File: src/rtl/fetch_pkg.sv
// Shared types and constants for the instruction-fetch front end.
package fetch_pkg;

  typedef enum logic [1:0] {
    IDLE  = 2'd0,
    RUN   = 2'd1,
    DRAIN = 2'd2,
    FAULT = 2'd3
  } fetch_state_t;

  localparam int unsigned INST_BYTES = 4;

endpackage

File: src/rtl/fetch_credit_counter.sv
// Saturating up/down counter; increment and decrement may occur in the same cycle
// and the net change is applied at once. o_next exposes the post-update value.
module fetch_credit_counter #(
  parameter int unsigned MaxVal   = 8,
  parameter int unsigned ResetVal = 8,
  parameter int unsigned Width    = 4
) (
  input  logic             clk,
  input  logic             rst_n,
  input  logic [1:0]       i_inc,
  input  logic             i_dec,
  output logic [Width-1:0] o_count,
  output logic [Width-1:0] o_next
);

  logic [Width-1:0] r_count;
  logic [Width-1:0] w_count_next;
  int               w_sum;

  always_comb begin
    w_sum = int'(r_count) + int'(i_inc) - int'(i_dec);
    if (w_sum < 0) begin
      w_count_next = '0;
    end else if (w_sum > int'(MaxVal)) begin
      w_count_next = Width'(MaxVal);
    end else begin
      w_count_next = Width'(w_sum);
    end
  end

  always_ff @(posedge clk or negedge rst_n) begin
    if (!rst_n) begin
      r_count <= Width'(ResetVal);
    end else begin
      r_count <= w_count_next;
    end
  end

  assign o_count = r_count;
  assign o_next  = w_count_next;

endmodule

File: src/rtl/fetch_unit.sv
// Instruction-fetch front end: issues in-order I-memory requests under a buffer
// credit scheme and pushes returned instructions into the instruction buffer.
module fetch_unit
  import fetch_pkg::*;
#(
  parameter int unsigned           INST_WIDTH      = 32,
  parameter int unsigned           ADDR_WIDTH      = 32,
  parameter logic [ADDR_WIDTH-1:0] RESET_PC        = '0,
  parameter int unsigned           BUFFER_DEPTH    = 8,
  parameter int unsigned           MAX_OUTSTANDING = 4
) (
  input  logic                  clk,
  input  logic                  rst_n,
  input  logic                  fetch_enable,
  input  logic                  redirect_valid,
  input  logic [ADDR_WIDTH-1:0] redirect_pc,
  output logic                  imem_req_valid,
  input  logic                  imem_req_ready,
  output logic [ADDR_WIDTH-1:0] imem_req_addr,
  input  logic                  imem_rsp_valid,
  input  logic [INST_WIDTH-1:0] imem_rsp_data,
  input  logic                  imem_rsp_err,
  output logic                  buf_write_en,
  output logic [INST_WIDTH-1:0] buf_data_in,
  input  logic                  buf_read_en,
  input  logic                  buf_is_empty,
  output logic                  fetch_fault
);

  localparam int unsigned CreditW = $clog2(BUFFER_DEPTH + 1);
  localparam int unsigned OutstW  = $clog2(MAX_OUTSTANDING + 1);

  fetch_state_t          r_state, w_state_next;
  logic [ADDR_WIDTH-1:0] r_pc, w_pc_next;
  logic [OutstW-1:0]     r_discard, w_discard_next;
  logic                  r_buf_write_en;
  logic [INST_WIDTH-1:0] r_buf_data_in;

  logic [CreditW-1:0]    w_credit, w_credit_next;
  logic [OutstW-1:0]     w_outst, w_outst_next;
  logic                  w_req_valid, w_hs, w_pop, w_rsp_drop, w_push, w_fault_rsp;
  logic [1:0]            w_credit_inc;
  logic                  w_unused;

  assign w_unused = ^{redirect_pc[1:0], w_credit_next};

  assign w_req_valid = (r_state == RUN) && (w_credit != '0) &&
                       (w_outst < OutstW'(MAX_OUTSTANDING));
  assign w_hs        = w_req_valid && imem_req_ready;
  assign w_pop       = buf_read_en && !buf_is_empty;

  // A response is dropped if stale, arriving with a redirect, in FAULT, or faulting.
  assign w_rsp_drop  = imem_rsp_valid && (redirect_valid || (r_discard != '0) ||
                                          (r_state == FAULT) || imem_rsp_err);
  assign w_push      = imem_rsp_valid && !w_rsp_drop;
  assign w_fault_rsp = imem_rsp_valid && imem_rsp_err && !redirect_valid &&
                       (r_discard == '0) && (r_state != FAULT);

  assign w_credit_inc = {1'b0, w_pop} + {1'b0, w_rsp_drop};

  fetch_credit_counter #(
    .MaxVal   (BUFFER_DEPTH),
    .ResetVal (BUFFER_DEPTH),
    .Width    (CreditW)
  ) u_credit (
    .clk     (clk),
    .rst_n   (rst_n),
    .i_inc   (w_credit_inc),
    .i_dec   (w_hs),
    .o_count (w_credit),
    .o_next  (w_credit_next)
  );

  fetch_credit_counter #(
    .MaxVal   (MAX_OUTSTANDING),
    .ResetVal (0),
    .Width    (OutstW)
  ) u_outstanding (
    .clk     (clk),
    .rst_n   (rst_n),
    .i_inc   ({1'b0, w_hs}),
    .i_dec   (imem_rsp_valid),
    .o_count (w_outst),
    .o_next  (w_outst_next)
  );

  always_comb begin
    w_discard_next = r_discard;
    if (redirect_valid) begin
      w_discard_next = w_outst_next;
    end else if (imem_rsp_valid && (r_discard != '0)) begin
      w_discard_next = r_discard - OutstW'(1);
    end
  end

  always_comb begin
    w_pc_next = r_pc;
    if (redirect_valid) begin
      w_pc_next = {redirect_pc[ADDR_WIDTH-1:2], 2'b00};
    end else if (w_hs) begin
      w_pc_next = r_pc + ADDR_WIDTH'(INST_BYTES);
    end
  end

  always_comb begin
    w_state_next = r_state;
    if (redirect_valid) begin
      if (w_discard_next != '0) begin
        w_state_next = DRAIN;
      end else begin
        w_state_next = fetch_enable ? RUN : IDLE;
      end
    end else begin
      unique case (r_state)
        IDLE: begin
          if (w_fault_rsp)       w_state_next = FAULT;
          else if (fetch_enable) w_state_next = RUN;
        end
        RUN: begin
          if (w_fault_rsp)        w_state_next = FAULT;
          else if (!fetch_enable) w_state_next = IDLE;
        end
        DRAIN: begin
          if (w_discard_next == '0) w_state_next = fetch_enable ? RUN : IDLE;
        end
        FAULT: w_state_next = FAULT;
        default: w_state_next = IDLE;
      endcase
    end
  end

  always_ff @(posedge clk or negedge rst_n) begin
    if (!rst_n) begin
      r_state        <= IDLE;
      r_pc           <= RESET_PC;
      r_discard      <= '0;
      r_buf_write_en <= 1'b0;
      r_buf_data_in  <= '0;
    end else begin
      r_state        <= w_state_next;
      r_pc           <= w_pc_next;
      r_discard      <= w_discard_next;
      r_buf_write_en <= w_push;
      if (w_push) r_buf_data_in <= imem_rsp_data;
    end
  end

  assign imem_req_valid = w_req_valid;
  assign imem_req_addr  = r_pc;
  assign buf_write_en   = r_buf_write_en;
  assign buf_data_in    = r_buf_data_in;
  assign fetch_fault    = (r_state == FAULT);

endmodule

File: config.mk
export PLATFORM = sky130hd
export DESIGN_NAME = fetch_unit
export DESIGN_NICKNAME = d
export VERILOG_FILES = /design/src/rtl/fetch_pkg.sv /design/src/rtl/fetch_credit_counter.sv /design/src/rtl/fetch_unit.sv
export SDC_FILE = /design/constraint.sdc
export NUM_CORES = 1
export LEC_CHECK = 0
export CAP_MARGIN = 30
export CELL_PAD_IN_SITES_DETAIL_PLACEMENT = 0
export CELL_PAD_IN_SITES_GLOBAL_PLACEMENT = 2
export CORE_ASPECT_RATIO = 1.4
export CORE_MARGIN = 2
export CORE_UTILIZATION = 25
export CTS_CLUSTER_SIZE = 14
export DETAILED_ROUTE_END_ITERATION = 16
export GPL_TIMING_DRIVEN = 1
export PLACE_DENSITY = 0.86
export SKIP_CTS_REPAIR_TIMING = 1
export SLEW_MARGIN = 20
export SYNTH_ARGS = -nofsm -noshare
export SYNTH_HDL_FRONTEND = slang
export SYNTH_SLANG_ARGS = --single-unit
export TNS_END_PERCENT = 100
File: constraint.sdc
create_clock -name clk -period 3.16 [get_ports clk]
set_clock_uncertainty 0.2 [all_clocks]
set_input_delay 0.79 -clock clk [delete_from_list [all_inputs] [get_ports clk]]
set_output_delay 0.79 -clock clk [all_outputs]
set_load 0.01 [all_outputs]
==> impl_metrics.ini, run 1 <==
[clock_network]
cts_root_buf = clkbuf_16
cts_tree = yes
cts.sinks = 75
clkLatencyLatePin_ns = 0.33
cts_buffer_depth = 2
path_clk_slew_ns = 0.06
h-tree-depth = 3
numCtsBuffers = 9

[route]
vias = 3658
wl_um = 12000
via_per_inst = 4.77
drtPass1Iterations = 4
drt_iter0_drc = 113
drc = 0
routedWlPerCell_um = 15.6
final_antenna_net_count = 0

[synthesis]
ys_types = 47
synth_top_area_share_pct = 46.0
synth_area_mm2 = 0.00402
synth_most_common_cell = dfrtp_1
ys_seq_area_share_pct = 46.7
syn_inst = 396
synthTopCellsByCount = dfrtp_1 (74), nand2_1 (49), mux2_2 (36), o21ai_0 (29), xnor2_1 (23)
synth_edf_count = 0
ys_top_cells_by_area = dfrtp_1 (46%), mux2_2 (10%), xnor2_1 (5.0%)
yosys_warnings = 0
avgSynthCellArea_um2 = 10.2
ys_seq_elements = 75
yosysTopAreaCell = dfrtp_1
synth-async-reset-ratio_pct = 100
synthFlopType = dfrtp_1

[finish]
nets = 652
drive_gt1_share_pct = 23.6
final_cells = 767
area_delta_synth_final_pct = 58.7
diodes = 0

[global_routing]
grt.met2_usage_pct = 24.3
grt_pass1_wl_um = 18900
antenna_found_initial = 0
gr-usage-met1_pct = 15.1
grt_max_degree = 66
grt_util_met3_pct = 4.85
overflow = 0
grtUsageTotal_pct = 13.7
grt-busiest-layer = met2
grt_pass1_vias = 3783

[placement]
hpwl_um = 8980
place_inst = 744
numPortBuffers = 135
gp_congestion = 0.775

[power]
max-vdd-ir-drop_v = 0.000377
total_leakage_power_nw = 2.57
power_density_mw_per_mm2 = 730
p_total_mw = 4.66

[worst_setup_path]
slowest_delay_ns = 0.44
setup.worst_path.end = r_discard[1]$_DFF_PN0_
cpMostUsedCell = ha_4
worstPathCellList = clkdlybuf4s50_1 > and3_4 > ha_4 > ha_4 > inv_1 > ha_2 > and2_1 > o31ai_4 > nor4_2 > buf_4 > mux2_4
timing.rr.end = r_discard[1]$_DFF_PN0_
crit_slowest_cell = clkdlybuf4s50_1
r2r_start = u_credit.o_count[0]$_DFF_PN0_
critPathLaunchType = input port
ff2ff_setup_slack_ns = 0.08
crit_type = input port to flip-flop
crit_required_ns = 3.17
cp-end-kind = flip-flop
crit_fanout = 3
arrival_ns = 3.09
r2r_cells = 11
critPathLaunch = imem_req_ready

[sta]
fin_crit_ns = 3.08
hold_viol = 0
setup_viol = 0
worst_slew_pin_slew_ns = 0.619
max_slew_margin_pct = 58.4
timing.final.crit_share_pct = 97.5
drv_slew = 0
rsz0062_at_grt = true
max_freq_ghz = 0.325

[floorplan]
die-area_mm2 = 0.0171
row_count = 54
io_pins = 140
start_util_pct = 25.7
core_mm2 = 0.0157
die_h_um = 154
die_x_um = 111

[flow_run]
drv_cap = 0

[min_path]
holdCritPathClass = input port to asynchronous set/reset pin

[outcome]
status = finished, final reports clean
[cell families after synthesis]
family | after synthesis | share of synthesized area (%)
adder cells (fa/ha/maj) | 13 | 4.23
other | 1 | 0.0932
AND/OR/NAND/NOR | 145 | 18.8
flip-flops | 75 | 46.7
XOR/XNOR | 30 | 6.53
multiplexers | 39 | 10.8
AO/OA/AOI/OAI | 59 | 8.99
buffers and inverters | 34 | 3.92
[cell usage in the layout (no fill, tap or decap), types with 11 or more instances in the layout]
cell type	netlist	routed
clkdlybuf4s50_1	0	131
dfrtp_1	74	74
nand2_1	49	48
buf_4	2	42
mux2_2	36	35
o21ai_0	29	27
xnor2_1	23	22
nand3_1	18	18
nor3_1	15	14
nor2_1	13	11
[per-layer routing]
| layer | part of all wire, % | vias up | routed length [µm] |
|---|---|---|---|
| met5 | 0 | - | 0 |
| li1 | - | 1752 | - |
| met2 | 53 | 113 | 6320 |
| met4 | 1.5 | 0 | 182 |
| met3 | 7.1 | 16 | 850 |
| met1 | 39 | 1777 | 4640 |
[worst max-delay path, delay by kind of cell]
family          cells  cell delay [ns]
compound gates      1             0.23
simple gates        3             0.45
buf+inv             3             0.62
fa+ha+maj           3             0.72
mux                 1             0.27
[flip-flops by register name (all words and copies together), names as in the netlist]
name and count:
r_state 2, r_discard 3, buf_data_in 32, u_outstanding.o_count 3, u_credit.o_count 4, buf_write_en 1
imem_req_addr 30
[per-stage QoR]
| stage | setup TNS (ns) | area (µm²) | hold slack, ns | util, % | worst slack, ns |
|---|---|---|---|---|---|
| 2_1_floorplan | 0 | 4140 | 0.287 | - | 0.00300 |
| 6_report | 0 | 6390 | 0.207 | 40.7 | 0.0796 |
| 3_3_place_gp | -2.98 | 5910 | 0.288 | 37.7 | -0.426 |
| 4_1_cts | -0.578 | 6210 | 0.219 | 39.6 | -0.112 |
| 5_1_grt | -0.121 | 6390 | 0.238 | 40.7 | -0.0626 |
| 3_5_place_dp | -3.40 | 5910 | 0.292 | 37.7 | -0.469 |
[layout make-up]
| class | count | area, µm² |
|---|---|---|
| clock buffers | 9 | 225 |
| repair buffers | 178 | 1700 |
| clock inverters | 7 | 76.3 |
| multi-input cells | 288 | 2210 |
| fillers | 1559 | 9290 |
| inverters | 14 | 52.6 |
| flip-flops and latches | 75 | 1880 |
| well taps | 196 | 245 |
[how the worst min path moves through the flow]
stage,start,end,cells past startpoint
floorplan,rst_n,buf_data_in[0]$_DFFE_PN0P_,0
global placement,buf_data_in[24]$_DFFE_PN0P_,buf_data_in[24]$_DFFE_PN0P_,1
detailed placement,buf_data_in[28]$_DFFE_PN0P_,buf_data_in[28]$_DFFE_PN0P_,1
CTS,rst_n,imem_req_addr[28]$_DFFE_PN0N_,1
global route,rst_n,imem_req_addr[28]$_DFFE_PN0N_,1
finish,rst_n,imem_req_addr[28]$_DFFE_PN0N_,1
[report_power, final]
part	total, mW	internal (mW)	switching, mW
combinational	2.12	1.25	0.864
clock	1.05	0.617	0.431
sequential	1.49	1.28	0.210
Power figures use the tool's default switching activity.
==> inputs of run 2 (changes only) <==
--- a/config.mk
+++ b/config.mk
@@ -5,6 +5,7 @@
 export SDC_FILE = /design/constraint.sdc
 export NUM_CORES = 1
 export LEC_CHECK = 0
+export ABC_CLOCK_PERIOD_IN_PS = 3160
 export CAP_MARGIN = 30
 export CELL_PAD_IN_SITES_DETAIL_PLACEMENT = 0
 export CELL_PAD_IN_SITES_GLOBAL_PLACEMENT = 2
==> results of run 2 <==
Final layout, timing and power as in run 1 (identical DEF).
